==> config.mk <==
export PLATFORM = sky130hd
export DESIGN_NAME = mult_div_unit_flat
export DESIGN_NICKNAME = d
export VERILOG_FILES = /design/src/rtl/mult_div_unit_if.sv /design/src/rtl/mult_div_unit.sv /design/src/flat_wrapper.sv
export SDC_FILE = /design/constraint.sdc
export NUM_CORES = 1
export LEC_CHECK = 0
export CORE_ASPECT_RATIO = 1.2
export CORE_MARGIN = 3
export CORE_UTILIZATION = 45
export CTS_BUF_LIST = sky130_fd_sc_hd__clkbuf_8
export CTS_CLUSTER_SIZE = 30
export DETAILED_ROUTE_END_ITERATION = 7
export GPL_TIMING_DRIVEN = 0
export HOLD_SLACK_MARGIN = 0.08
export PLACE_DENSITY = 0.66
export SYNTH_ARGS = -nofsm -noshare
export SYNTH_HDL_FRONTEND = slang
export SYNTH_SLANG_ARGS = --single-unit
==> constraint.sdc <==
create_clock -name clk -period 6.1 [get_ports clk]
set_clock_uncertainty 0.15 [all_clocks]
set_input_delay 0.61 -clock clk [delete_from_list [all_inputs] [get_ports clk]]
set_output_delay 0.61 -clock clk [all_outputs]
set_load 0.02 [all_outputs]
==> src/rtl/mult_div_unit_if.sv <==
// rtl/mult_div_unit_if.sv - MDU request/result bus; divZero exists only with MDU_DIVZERO_EN
interface mult_div_unit_if #(parameter int WIDTH = 32);
  logic             start;
  logic [1:0]       op;
  logic [WIDTH-1:0] srcA;
  logic [WIDTH-1:0] srcB;
  logic             hiW;
  logic             loW;
  logic [WIDTH-1:0] wrD;
  logic             busy;
  logic             done;
  logic [WIDTH-1:0] hi;
  logic [WIDTH-1:0] lo;
`ifdef MDU_DIVZERO_EN
  logic             divZero;

  modport master (output start, op, srcA, srcB, hiW, loW, wrD,
                  input  busy, done, hi, lo, divZero);
  modport slave  (input  start, op, srcA, srcB, hiW, loW, wrD,
                  output busy, done, hi, lo, divZero);
`else
  modport master (output start, op, srcA, srcB, hiW, loW, wrD,
                  input  busy, done, hi, lo);
  modport slave  (input  start, op, srcA, srcB, hiW, loW, wrD,
                  output busy, done, hi, lo);
`endif
endinterface

==> src/rtl/mult_div_unit.sv <==
// rtl/mult_div_unit.sv - multi-cycle MULT/MULTU/DIV/DIVU unit with HI/LO registers
// MDU_DIVZERO_EN adds divZero and leaves HI/LO untouched on a divide by zero.
module mult_div_unit #(
  parameter int WIDTH = 32,
  parameter int CNT_W = 6
) (
  input logic            clk,
  input logic            rst,
  mult_div_unit_if.slave bus
);

  typedef enum logic [1:0] {IDLE, RUN, FIX, DONE} state_t;

  state_t             state;
  logic [CNT_W-1:0]   cnt;
  logic [2*WIDTH-1:0] work;
  logic [WIDTH-1:0]   opnd;
  logic [WIDTH-1:0]   hi_q;
  logic [WIDTH-1:0]   lo_q;
  logic               is_div;
  logic               neg_q;
  logic               neg_r;
  logic               busy_q;
  logic               done_q;

  // Operands are iterated as magnitudes; signs are re-applied in FIX.
  logic             sgn_a;
  logic             sgn_b;
  logic [WIDTH-1:0] a_mag;
  logic [WIDTH-1:0] b_mag;

  assign sgn_a = ~bus.op[0] & bus.srcA[WIDTH-1];
  assign sgn_b = ~bus.op[0] & bus.srcB[WIDTH-1];
  assign a_mag = sgn_a ? -bus.srcA : bus.srcA;
  assign b_mag = sgn_b ? -bus.srcB : bus.srcB;

  // Shift-add: work = {partial product, remaining multiplier bits}.
  logic [WIDTH:0]     mul_sum;
  logic [2*WIDTH-1:0] mul_next;

  assign mul_sum  = {1'b0, work[2*WIDTH-1:WIDTH]} + (work[0] ? {1'b0, opnd} : '0);
  assign mul_next = {mul_sum, work[WIDTH-1:1]};

  // Restoring divide: work = {remainder, dividend bits / quotient bits}.
  logic [WIDTH:0]     div_shift;
  logic [WIDTH-1:0]   div_sub;
  logic               div_ge;
  logic [2*WIDTH-1:0] div_next;

  assign div_shift = {work[2*WIDTH-1:WIDTH], work[WIDTH-1]};
  assign div_sub   = div_shift[WIDTH-1:0] - opnd;
  assign div_ge    = div_shift >= {1'b0, opnd};
  assign div_next  = {div_ge ? div_sub : div_shift[WIDTH-1:0], work[WIDTH-2:0], div_ge};

  logic [2*WIDTH-1:0] prod_fix;
  logic [WIDTH-1:0]   quo_fix;
  logic [WIDTH-1:0]   rem_fix;

  assign prod_fix = neg_q ? -work : work;
  assign quo_fix  = neg_q ? -work[WIDTH-1:0] : work[WIDTH-1:0];
  assign rem_fix  = neg_r ? -work[2*WIDTH-1:WIDTH] : work[2*WIDTH-1:WIDTH];

  logic wr_result;
`ifdef MDU_DIVZERO_EN
  logic b_zero;
  logic dz_q;
  assign wr_result   = ~(is_div & b_zero);
  assign bus.divZero = dz_q;
`else
  assign wr_result = 1'b1;
`endif

  always_ff @(posedge clk or posedge rst) begin
    if (rst) begin
      state  <= IDLE;
      cnt    <= '0;
      work   <= '0;
      opnd   <= '0;
      hi_q   <= '0;
      lo_q   <= '0;
      is_div <= 1'b0;
      neg_q  <= 1'b0;
      neg_r  <= 1'b0;
      busy_q <= 1'b0;
      done_q <= 1'b0;
`ifdef MDU_DIVZERO_EN
      b_zero <= 1'b0;
      dz_q   <= 1'b0;
`endif
    end else begin
      done_q <= 1'b0;
`ifdef MDU_DIVZERO_EN
      dz_q   <= 1'b0;
`endif
      case (state)
        IDLE, DONE: begin
          // Register writes land even on the edge that accepts a start.
          if (bus.hiW) hi_q <= bus.wrD;
          if (bus.loW) lo_q <= bus.wrD;
          if (bus.start) begin
            state  <= RUN;
            busy_q <= 1'b1;
            cnt    <= '0;
            is_div <= bus.op[1];
            neg_q  <= sgn_a ^ sgn_b;
            neg_r  <= sgn_a;
            work   <= {{WIDTH{1'b0}}, bus.op[1] ? a_mag : b_mag};
            opnd   <= bus.op[1] ? b_mag : a_mag;
`ifdef MDU_DIVZERO_EN
            b_zero <= (bus.srcB == '0);
`endif
          end else begin
            state <= IDLE;
          end
        end
        RUN: begin
          work <= is_div ? div_next : mul_next;
          cnt  <= cnt + 1'b1;
          if (cnt == CNT_W'(WIDTH - 1)) state <= FIX;
        end
        FIX: begin
          state  <= DONE;
          busy_q <= 1'b0;
          done_q <= 1'b1;
`ifdef MDU_DIVZERO_EN
          dz_q   <= ~wr_result;
`endif
          if (wr_result) begin
            if (is_div) begin
              hi_q <= rem_fix;
              lo_q <= quo_fix;
            end else begin
              hi_q <= prod_fix[2*WIDTH-1:WIDTH];
              lo_q <= prod_fix[WIDTH-1:0];
            end
          end
        end
        default: state <= IDLE;
      endcase
    end
  end

  assign bus.busy = busy_q;
  assign bus.done = done_q;
  assign bus.hi   = hi_q;
  assign bus.lo   = lo_q;

endmodule

==> src/flat_wrapper.sv <==
// flat-port wrapper written by rule: the top's interface ports become plain ports
module mult_div_unit_flat 
#(
  parameter int WIDTH = 32,
  parameter int CNT_W = 6
)
  (clk, rst, bus_start, bus_op, bus_srcA, bus_srcB, bus_hiW, bus_loW, bus_wrD, bus_busy, bus_done, bus_hi, bus_lo);
  mult_div_unit_if #(.WIDTH(WIDTH)) bus_i ();
  input logic clk;
  input logic rst;
  input wire logic [$bits(bus_i.start)-1:0] bus_start;
  input wire logic [$bits(bus_i.op)-1:0] bus_op;
  input wire logic [$bits(bus_i.srcA)-1:0] bus_srcA;
  input wire logic [$bits(bus_i.srcB)-1:0] bus_srcB;
  input wire logic [$bits(bus_i.hiW)-1:0] bus_hiW;
  input wire logic [$bits(bus_i.loW)-1:0] bus_loW;
  input wire logic [$bits(bus_i.wrD)-1:0] bus_wrD;
  output wire logic [$bits(bus_i.busy)-1:0] bus_busy;
  output wire logic [$bits(bus_i.done)-1:0] bus_done;
  output wire logic [$bits(bus_i.hi)-1:0] bus_hi;
  output wire logic [$bits(bus_i.lo)-1:0] bus_lo;
  assign bus_i.start = bus_start;
  assign bus_i.op = bus_op;
  assign bus_i.srcA = bus_srcA;
  assign bus_i.srcB = bus_srcB;
  assign bus_i.hiW = bus_hiW;
  assign bus_i.loW = bus_loW;
  assign bus_i.wrD = bus_wrD;
  assign bus_busy = bus_i.busy;
  assign bus_done = bus_i.done;
  assign bus_hi = bus_i.hi;
  assign bus_lo = bus_i.lo;
  mult_div_unit #(.WIDTH(WIDTH), .CNT_W(CNT_W)) u_core (.clk(clk), .rst(rst), .bus(bus_i));
endmodule
==> summary.txt, run 1 <==
Finish
  – Share of cells above drive strength 1: 0.0476
  – Utilization of the core after routing: 0.544
  – Fillers: 3213
  – # diodes: 0
  – Multi-input gate area: 0.0101 mm2
  – Area growth syn-to-layout: 17.7%
  – Storage cell area: 0.00433 mm2
  – Final nets: 2305

Synthesis
  – Synthesized instance count: 1941
  – Asr flop ratio synth: 1.00
  – Top-count cell post-synth: a21oi_1
  – Post-synth top cells: 220 x a21oi_1, 197 x nand2_1, 195 x nor2_1
  – Avg Cell Area, Syn: 7.79 um2
  – Post-synth EDFFs: 0
  – Post-synth top area cell: dfrtp_1
  – Flops & latches, synth: 173
  – Netlist cell types: 87
  – Ys Warns: 0
  – Top_reg_cell synth: dfrtp_1
  – Seq/Total Area, Yosys: 0.286
  – Top-area cell type share of the netlist area: 0.286
  – Synth Cell Area: 0.0151 mm2
  – Syn nets: 2117
  – Largest cells by area after synthesis: dfrtp_1 29%, a21oi_1 7.3%, o21ai_0 6.1%

Worst setup path
  – Element type at the critical path start: flop
  – RR Startpoint: u_core.work[0]$_DFFE_PP0P_
  – Worst path required time: 6.32 ns
  – R2R setup slack: 1.61 ns
  – Endpoint type of the worst setup path: flop
  – Worst-path fanout max: 10
  – Reg2reg path depth: 13
  – Crit Path Class: reg -> reg
  – Crit path DAT: 4.71 ns
  – R2r endpoint: u_core.work[56]$_DFFE_PP0P_

Die
  – Die ar.: 0.0358 mm2
  – Starting Density: 0.462
  – Die W: 173 um
  – Height of the die: 207 um
  – CORE AREA: 0.0327 mm2
  – IO Count: 169
  – FP Rows: 72

Routing
  – Wire per inst: 23.3 um
  – Final WL: 60300 um
  – DRC violation count after routing: 0
  – 1st-iter DRT viols: 1415
  – Vias: 15.6k
  – Drt via density: 6.03
  – DRT antenna net count: 0
  – First-pass iteration count of the detailed router: 6

Global route
  – First-pass GRT wire length: 90300 um
  – Largest net degree at the start of global routing: 107
  – Overflow left after global routing: 0
  – Total GRT Usage: 0.327
  – Initial antenna violation count: 1
  – Met2 Use GR: 0.571
  – Vias in the first global route: 15.0k
  – GRT met3 Usage: 0.0439
  – GRT busiest layer: met2
  – Met1 GRT Util: 0.409

Min path
  – Hold worst-path end: u_core.opnd[24]$_DFFE_PP0P_
  – Hold crit path type: reg -> reg
  – Hold_sp: u_core.opnd[24]$_DFFE_PP0P_
  – Worst hold stages: 2

STA
  – Hold slack: 0.338 ns
  – RSZ-0062 raised after global routing: false
  – Period utilization: 0.735
  – Final min period: 4.49 ns
  – Final Hold Violating Endpoints: 0
  – Worst-margin pin slew: 1.03 ns
  – Max Slew Vio Count: 0
  – F_max: 223 MHz
  – Slew HR: 0.312
  – # setup viols final: 0

CTS
  – CTS Sinks: 173
  – Clock Tree Buf Depth: 2
  – Cts repair resizes: 0
  – # Post-CTS Setup Buffers: 0
  – Inserted Clock Buffers: 17
  – Root Buffer: clkbuf_8
  – Hold-fix buffers, CTS: 0
  – TritonCTS clock tree: done
  – Worst skew pair latency: 0.49 ns
  – H-tree depth: 4
  – Reg clk slew, reported paths: 0.10 ns

Power
  – Switching Share: 0.555
  – Comb power frac: 0.712
  – Power density over the cells: 623 mW/mm2
  – Pleak: 7.54 nW
  – Clock Power Share: 0.080
  – Int Power: 4.94 mW
  – Switch Pwr: 6.15 mW
  – Worst VDD drop: 0.000279 V
  – Sequential group share of total power: 0.209
  – PnR Total Power: 11.1 mW

Job
  – # Max-Cap Violations: 0

Placed design
  – IO buf count: 168
  – Detail Placement HPWL: 48800 um
  – Gpl congestion: 0.975

Outcome
  – Outcome: finished, final reports clean
==> through the flow <==
stage / cell area (um2) / instances / worst slack, ns / setup TNS, ns
CTS: 17800 / 2586 / 1.67 / 0
floorplan: 15100 / 1941 / 0.652 / 0
detailed placement: 17400 / 2554 / 1.70 / 0
finish: 17800 / 2586 / 1.61 / 0
global placement: 17400 / 2553 / -1.96 / -334.40
global route: 17800 / 2586 / 1.34 / 0
==> worst max path at each step <==
stage	endpoint	start	slack, ns	cells past startpoint
floorplan	u_core.bus.busy$_DFFE_PP0P_	rst	0.65	1
CTS	u_core.work[56]$_DFFE_PP0P_	u_core.work[0]$_DFFE_PP0P_	1.67	13
global route	u_core.work[56]$_DFFE_PP0P_	u_core.work[0]$_DFFE_PP0P_	1.34	13
global placement	u_core.opnd[22]$_DFFE_PP0P_	rst	-1.96	2
finish	u_core.work[56]$_DFFE_PP0P_	u_core.work[0]$_DFFE_PP0P_	1.61	13
detailed placement	u_core.work[56]$_DFFE_PP0P_	u_core.work[0]$_DFFE_PP0P_	1.70	13
==> cells by family after synthesis <==
logic type,after synthesis,share of synthesized area
multiplexers,52,0.0363
adder cells (fa/ha/maj),73,0.0614
buffers and inverters,187,0.0479
flip-flops,173,0.286
AND/OR/NAND/NOR,607,0.190
XOR/XNOR,175,0.101
AO/OA/AOI/OAI,674,0.277
==> sequential cells by signal (all words and copies together), names as in the netlist <==
register and count:
u_core.cnt 6, u_core.bus.lo 32, u_core.neg_q 1, u_core.state 2, u_core.bus.busy 1, u_core.bus.done 1
u_core.bus.hi 32, u_core.is_div 1, u_core.neg_r 1, u_core.work 64, u_core.opnd 32
==> critical path, cell delays in order (launching register included) <==
cell	delay, ns
dfrtp_1	0.54
inv_1	0.22
clkbuf_1	0.51
nor2_1	0.15
ha_1	0.29
buf_2	0.17
a21oi_1	0.22
nand3_1	0.10
o21ai_0	0.58
o21ai_1	0.40
a21o_1	0.26
a2111oi_0	0.46
nor3_1	0.10
a22o_1	0.21
==> power groups by stage <==
stage	clock, mW	combinational (mW)	sequential, mW
final	0.883	7.89	2.32
after global routing	0.929	8.55	2.36
after CTS	0.888	7.74	2.30
after detailed placement	0	7.69	2.32
after global placement	0	7.63	2.30
after floorplan	0	5.03	2.32
==> layer usage <==
layer	share of wire	vias up
li1	-	7357
met4	0.044	2
met3	0.063	135
met5	0.00022	-
met2	0.48	651
met1	0.41	7458
==> cells in the final DEF, fill, tap and decap left out, drive strengths merged, types with 18 or more instances in the layout <==
cell type / count
nand3: 25
or3: 18
nor3: 43
nand2: 199
o21ai: 198
inv: 75
a21o: 47
a211oi: 46
clkbuf: 114
clkdlybuf4s50: 168
dfrtp: 173
buf: 24
o31ai: 20
xor2: 83
a21oi: 222
mux2: 22
ha: 71
mux2i: 30
nor2b: 21
nor2: 196
xnor2: 92
==> final cells by class <==
class,count,area share
repair buffers,169,0.0961
multi-input cells,1581,0.565
clock buffers,18,0.0139
inverters,68,0.0148
well taps,444,0.0312
flip-flops and latches,173,0.243
clock inverters,14,0.00893
plain buffers,119,0.0264
No activity file was read; power rests on OpenSTA's default activity.
==> inputs of run 2 (changes only) <==
Clock period 6.1 ns to 4.4 ns, I/O delays scaled along.
==> run 2 against run 1 <==
  * Sequential power rose by 39%
  * Largest power group unchanged
  * Die area did not move
  * Highest routed layer is now met4
  * Final cell count rose by 0.15%
  * Critical path depth did not move
  * Sequential share of layout area fell by 0.051 points
  * Non-clock buffer count rose by 3
  * Cell area rose by 0.21%
  * Core utilization rose by 0.11 points
  * Power rose by 38%
  * Fmax rose by 4.2%
  * Clock power rose by 30%
==> summary.txt, run 2 (synthesized netlist as in run 1, its figures left out) <==
Placed design
  – Detail Placement HPWL: 49600 um (+1.7%)
  – Placed insts: 2557 (+0.12%)
  – Gpl congestion: 0.959 (-1.6%)
  – Worst slack, placed: -0.106 ns (-1.80 ns)
  – IO buf count: 168 (unchanged)
  – Dpl cell area: 0.0174 mm2 (+0.28%)

Global route
  – Overflow left after global routing: 0 (unchanged)
  – Initial antenna violation count: 0 (-1)
  – Total GRT Usage: 0.331 (+0.00413)
  – Largest net degree at the start of global routing: 43 (-60%)
  – First-pass GRT wire length: 91800 um (+1.6%)
  – Vias in the first global route: 15.5k (+3.2%)

STA
  – RSZ-0062 raised after global routing: false
  – Hold slack: 0.243 ns (-0.0948 ns)
  – F_max: 232 MHz (+4.2%)
  – Final Hold Violating Endpoints: 0 (unchanged)
  – Setup tns final: 0 ns (unchanged)
  – Worst Slack Setup Final: 0.0957 ns (-1.52 ns)
  – Worst-margin pin slew: 1.01 ns (-0.0274 ns)
  – Period utilization: 0.978 (+0.243)
  – Slew HR: 0.330 (+0.0183)
  – Max Slew Vio Count: 0 (unchanged)
  – # setup viols final: 0 (unchanged)
  – Final min period: 4.30 ns (-0.181 ns)

Die
  – FP Rows: 72 (unchanged)
  – Die ar.: 0.0358 mm2 (unchanged)
  – CORE AREA: 0.0327 mm2 (unchanged)
  – Starting Density: 0.462 (unchanged)
  – IO Count: 169 (unchanged)
  – Die W: 173 um (unchanged)
  – Height of the die: 207 um (unchanged)

Worst setup path
  – Crit path DAT: 4.58 ns (-0.13 ns)
  – Endpoint type of the worst setup path: flop
  – Critical Path Max Stage Delay: 0.55 ns (-0.03 ns)
  – Crit Path Class: reg -> reg
  – Most frequent CP cell: a21oi_1
  – Worst path slowest cell: or4_1
  – Worst-path fanout max: 10 (unchanged)
  – Element type at the critical path start: flop
  – Crit path cell chain: inv_1 -> clkbuf_1 -> nor2_1 -> ha_1 -> o211ai_1 -> o21a_1 -> a21oi_1 -> o21ai_1 -> o21ai_2 -> a21oi_1 -> or4_1 -> and3_1 -> a21oi_1
  – Worst path required time: 4.67 ns (-1.65 ns)

CTS
  – CTS Sinks: 173 (unchanged)
  – Clock Tree Buf Depth: 2 (unchanged)
  – Worst skew pair latency: 0.49 ns (about the same)
  – H-tree depth: 4 (unchanged)
  – TritonCTS clock tree: done
  – Root Buffer: clkbuf_8
  – # Post-CTS Setup Buffers: 0 (unchanged)
  – Hold-fix buffers, CTS: 0 (unchanged)
  – Reg clk slew, reported paths: 0.11 ns (about the same)
  – Inserted Clock Buffers: 17 (unchanged)

Routing
  – DRT antenna net count: 0 (unchanged)
  – First-pass iteration count of the detailed router: 7 (+1)
  – Drt via density: 6.13 (+1.7%)
  – Wire per inst: 23.5 um (+0.74%)
  – DRC violation count after routing: 0 (unchanged)
  – Vias: 15.9k (+1.8%)
  – 1st-iter DRT viols: 1395 (-1.4%)
  – Final WL: 60800 um (+0.89%)

Finish
  – Most flops, register: u_core.work
  – Final non-filler cell area: 0.0178 mm2 (+0.21%)
  – Max FFs per register: 64 (unchanged)
  – Area growth syn-to-layout: 18.0%
  – Most frequent cells in the layout: 220 x a21oi_1, 197 x nand2_1, 195 x nor2_1, 183 x o21ai_0, 173 x dfrtp_1
  – Utilization of the core after routing: 0.545 (+0.00115)
  – Share of cells above drive strength 1: 0.0513 (+0.00366)
  – Final nets: 2308 (+0.13%)
  – Non-filler cells, final: 2590 (+0.15%)
  – Commonest non-fill, non-tap cell in the layout: a21oi_1

Power
  – PnR Total Power: 15.3 mW (+38%)
  – Power density over the cells: 859 mW/mm2 (+38%)
  – Pleak: 7.55 nW (+0.14%)
  – Worst VDD drop: 0.000454 V (+63%)

Outcome
  – Outcome: finished, final reports clean

Job
  – # Max-Cap Violations: 0 (unchanged)

Min path
  – Hold crit path type: in -> async
run 2: layout make-up:
class,instances,area [um2]
Multi-Input combinational cell,1581,10100
Clock buffer,18,248
Sequential cell,173,4330
Clock inverter,14,128
Fill cell,3198,14900
Antenna cell,1,2.50
Timing Repair Buffer,172,1760
Buffer,119,472
Tap cell,444,556
Inverter,68,259
run 2: critical path: cells and delay by family (launching register included):
family | cells | cell delay (ns)
simple gates | 3 | 0.83
fa+ha+maj | 1 | 0.39
compound gates | 7 | 1.68
buf+inv | 2 | 0.63
flops | 1 | 0.54
run 2: path summary, 6_finish.rpt:
path                                               start                            end  slack (ns)  depth (start not counted)
max reg2reg                   u_core.work[0]$_DFFE_PP0P_    u_core.work[60]$_DFFE_PP0P_         0.1                         13
max in group asynchronous                            rst    u_core.opnd[20]$_DFFE_PP0P_        2.92                          4
min in group clk           u_core.bus.hi[17]$_DFFE_PP0P_  u_core.bus.hi[17]$_DFFE_PP0P_        0.34                          2
min reg2reg                u_core.bus.hi[17]$_DFFE_PP0P_  u_core.bus.hi[17]$_DFFE_PP0P_        0.34                          2
max                           u_core.work[0]$_DFFE_PP0P_    u_core.work[60]$_DFFE_PP0P_         0.1                         13
min                                                  rst    u_core.work[36]$_DFFE_PP0P_        0.24                          2
run 2: per-layer routing:
layer,GRT usage,vias up,share of wire
met2,0.575,690,0.49
met4,0.140,0,0.046
met5,0,-,0
li1,-,7344,-
met3,0.0373,138,0.062
met1,0.421,7717,0.41
run 2: what timing repair did:
action,in CTS,in global routing
endpoints found under the setup margin,3,11
endpoints found under the hold margin,0,0
gates cloned,0,0
gates resized for setup,1,7
pin swaps,0,1
run 2: power by group:
part	internal (mW)	switching, mW
clock	0.429	0.718
combinational	3.99	6.96
sequential	2.33	0.884
total	6.75	8.56
==> inputs of run 3 (changes only) <==
Settings changed: PLACE_DENSITY 0.66 to 0.65.
==> run 3 against run 2 <==
  * Fmax is 2.9% higher
  * Global-route usage hardly changed
  * Worst hold slack worse by 0.032 ns
  * Cell area hardly changed
  * Combinational power hardly changed
  * Critical path depth stayed put
  * Die area stayed put
  * Critical path type unchanged
  * Critical endpoint is now u_core.work[59]$_DFFE_PP0P_
  * Highest routed layer unchanged
==> summary.txt, run 3 (synthesized netlist as in run 1, its figures left out) <==
Outcome
  – Outcome: finished, final reports clean

Worst setup path
  – Buf/Inv on CP: 2 (unchanged)
  – Critical Path Max Stage Delay: 0.52 ns (-0.03 ns)
  – Total stage count of the critical path: 13 (unchanged)
  – Crit path cell chain: inv_1 -> clkbuf_1 -> nor2_1 -> ha_1 -> a21o_1 -> a221oi_1 -> a2bb2oi_1 -> o21ai_0 -> o21ai_1 -> o211ai_1 -> xor2_1 -> o221ai_1 -> a21oi_1
  – Reg2reg path depth: 13 (unchanged)
  – Crit path DAT: 4.45 ns (-0.13 ns)
  – CP Launch Point: u_core.work[0]$_DFFE_PP0P_
  – Crit path capture: u_core.work[59]$_DFFE_PP0P_
  – Endpoint type of the worst setup path: flop
  – Cell family with most CP delay: compound AO/OA/AOI/OAI gates
  – R2r endpoint: u_core.work[59]$_DFFE_PP0P_
  – R2R setup slack: 0.22 ns (+0.12 ns)
  – Crit Path Class: reg -> reg
  – Worst path slowest cell: dfrtp_1
  – RR Startpoint: u_core.work[0]$_DFFE_PP0P_
  – Worst path required time: 4.67 ns (about the same)
  – Worst-path fanout max: 10 (unchanged)
  – Element type at the critical path start: flop

Die
  – Die W: 173 um (unchanged)
  – CORE AREA: 0.0327 mm2 (unchanged)
  – Height of the die: 207 um (unchanged)
  – FP Rows: 72 (unchanged)
  – IO Count: 169 (unchanged)
  – Die ar.: 0.0358 mm2 (unchanged)
  – Starting Density: 0.462 (unchanged)

STA
  – F_max: 239 MHz (+2.9%)
  – RSZ-0062 raised after global routing: false
  – Worst-margin pin slew: 0.971 ns (-0.0342 ns)
  – # setup viols final: 0 (unchanged)
  – Final Hold Violating Endpoints: 0 (unchanged)
  – Period utilization: 0.951 (-0.0276)
  – Setup tns final: 0 ns (unchanged)
  – Final min period: 4.18 ns (-0.122 ns)
  – Slew HR: 0.353 (+0.0228)
  – Max Slew Vio Count: 0 (unchanged)

CTS
  – Reg clk slew, reported paths: 0.11 ns (about the same)
  – H-tree depth: 4 (unchanged)
  – Hold-fix buffers, CTS: 0 (unchanged)
  – Root Buffer: clkbuf_8
  – Worst skew pair latency: 0.50 ns (about the same)
  – Clock Tree Buf Depth: 2 (unchanged)
  – CTS Sinks: 173 (unchanged)
  – # Post-CTS Setup Buffers: 0 (unchanged)
  – Inserted Clock Buffers: 17 (unchanged)
  – TritonCTS clock tree: done

Routing
  – 1st-iter DRT viols: 1347 (-3.4%)
  – DRC violation count after routing: 0 (unchanged)
  – Wire per inst: 23.4 um (-0.52%)
  – Metal3 WL: 3560 um (-5.5%)
  – DRT antenna net count: 0 (unchanged)
  – Drt via density: 6.09 (-0.80%)
  – WL met1: 24600 um (-0.51%)
  – Final WL: 60500 um (-0.60%)
  – First-pass iteration count of the detailed router: 5 (-2)
  – DR top layer: met4
  – Vias: 15.8k (-0.87%)
  – DR WL met2: 29300 um (-0.87%)

Global route
  – Initial antenna violation count: 1 (+1)
  – Vias in the first global route: 15.3k (-1.3%)
  – First-pass GRT wire length: 91500 um (-0.39%)
  – Largest net degree at the start of global routing: 41 (-4.7%)
  – Overflow left after global routing: 0 (unchanged)
  – Total GRT Usage: 0.331 (-0.000393)

Placed design
  – IO buf count: 168 (unchanged)
  – Gpl congestion: 0.988 (+3.0%)
  – Detail Placement HPWL: 49100 um (-1.1%)

Finish
  – Multi-input gate area: 0.0101 mm2 (about the same)
  – Storage cell area: 0.00433 mm2 (unchanged)
  – # diodes: 0 (-1)
  – Most flops, register: u_core.work
  – Area growth syn-to-layout: 17.9% (about the same)
  – Share of cells above drive strength 1: 0.0504 (-0.000909)
  – Final nets: 2308 (unchanged)
  – Max FFs per register: 64 (unchanged)
  – Most frequent cells in the layout: 220 x a21oi_1, 197 x nand2_1, 195 x nor2_1, 183 x o21ai_0, 173 x dfrtp_1
  – Fillers: 3174 (-0.75%)
  – Utilization of the core after routing: 0.545 (about the same)
  – Commonest non-fill, non-tap cell in the layout: a21oi_1

Power
  – Worst VDD drop: 0.000429 V (-5.5%)
  – Power density over the cells: 859 mW/mm2 (about the same)
  – Pleak: 7.54 nW (-0.11%)

Min path
  – Hold crit path type: in -> async

Job
  – # Max-Cap Violations: 0 (unchanged)
[run 3: cell count changes in the layout (fill, tap and decap cells not counted)]
cell,before,now
inv_6,4,5
clkbuf_8,18,17
o21ai_2,3,2
diode_2,1,0
clkinv_4,0,1
o21ai_1,11,12
clkinvlp_4,4,5
inv_8,4,0
bufinv_16,0,1
[run 3: final cells by class]
class / instances / share of cell area
Multi-Input combinational cell: 1581 / 0.565
Sequential cell: 173 / 0.243
Timing Repair Buffer: 172 / 0.0989
Tap cell: 444 / 0.0312
Buffer: 119 / 0.0265
Inverter: 68 / 0.0145
Clock buffer: 17 / 0.0131
Clock inverter: 14 / 0.00772
[run 3: worst reg2reg max path: stages (launching register included)]
cell and delay, ns:
dfrtp_1 0.52, inv_1 0.21, clkbuf_1 0.39, nor2_1 0.14, ha_1 0.36, a21o_1 0.23, a221oi_1 0.50, a2bb2oi_1 0.21
o21ai_0 0.15, o21ai_1 0.51, o211ai_1 0.24, xor2_1 0.20, o221ai_1 0.14, a21oi_1 0.19
[run 3: how the worst min path moves through the flow]
stage,cells past startpoint,end,from,slack (ns)
after floorplan,2,u_core.opnd[24]$_DFFE_PP0P_,u_core.opnd[24]$_DFFE_PP0P_,0.29
after global placement,2,u_core.opnd[24]$_DFFE_PP0P_,u_core.opnd[24]$_DFFE_PP0P_,0.30
after detailed placement,2,u_core.opnd[24]$_DFFE_PP0P_,u_core.opnd[24]$_DFFE_PP0P_,0.31
after CTS,2,u_core.work[44]$_DFFE_PP0P_,rst,0.23
after global routing,2,u_core.work[48]$_DFFE_PP0P_,rst,0.27
final,2,u_core.work[48]$_DFFE_PP0P_,rst,0.21
[run 3: metal layers]
layer  up-vias  global-route usage
met3       149              0.0375
li1       7355                   -
met5         -                   0
met4         0               0.162
met1      7605               0.415
met2       641               0.569
[run 3: stage by stage]
step / total power [mW] / cell area [um2] / worst slack (ns) / hold slack (ns) / instances
final: 15.3 / 17800 / 0.217 / 0.212 / 2588
after global routing: 16.4 / 17800 / 0.0299 / 0.268 / 2588
after CTS: 15.1 / 17800 / 0.0506 / 0.232 / 2588
after detailed placement: 13.9 / 17400 / 0.0887 / 0.311 / 2557
after global placement: 13.8 / 17400 / 0.0267 / 0.305 / 2553
after floorplan: 10.2 / 15100 / 1.09 / 0.289 / 1941
[run 3: repair_timing]
action	CTS	global route
setup endpoints to repair	0	10
endpoints found under the hold margin	0	0
gates resized for setup	0	7
[run 3: power by group]
part / internal (mW) / switching (mW) / total [mW]
combinational: 3.99 / 6.95 / 10.9
sequential: 2.33 / 0.883 / 3.22
clock: 0.455 / 0.689 / 1.14
total: 6.78 / 8.52 / 15.3
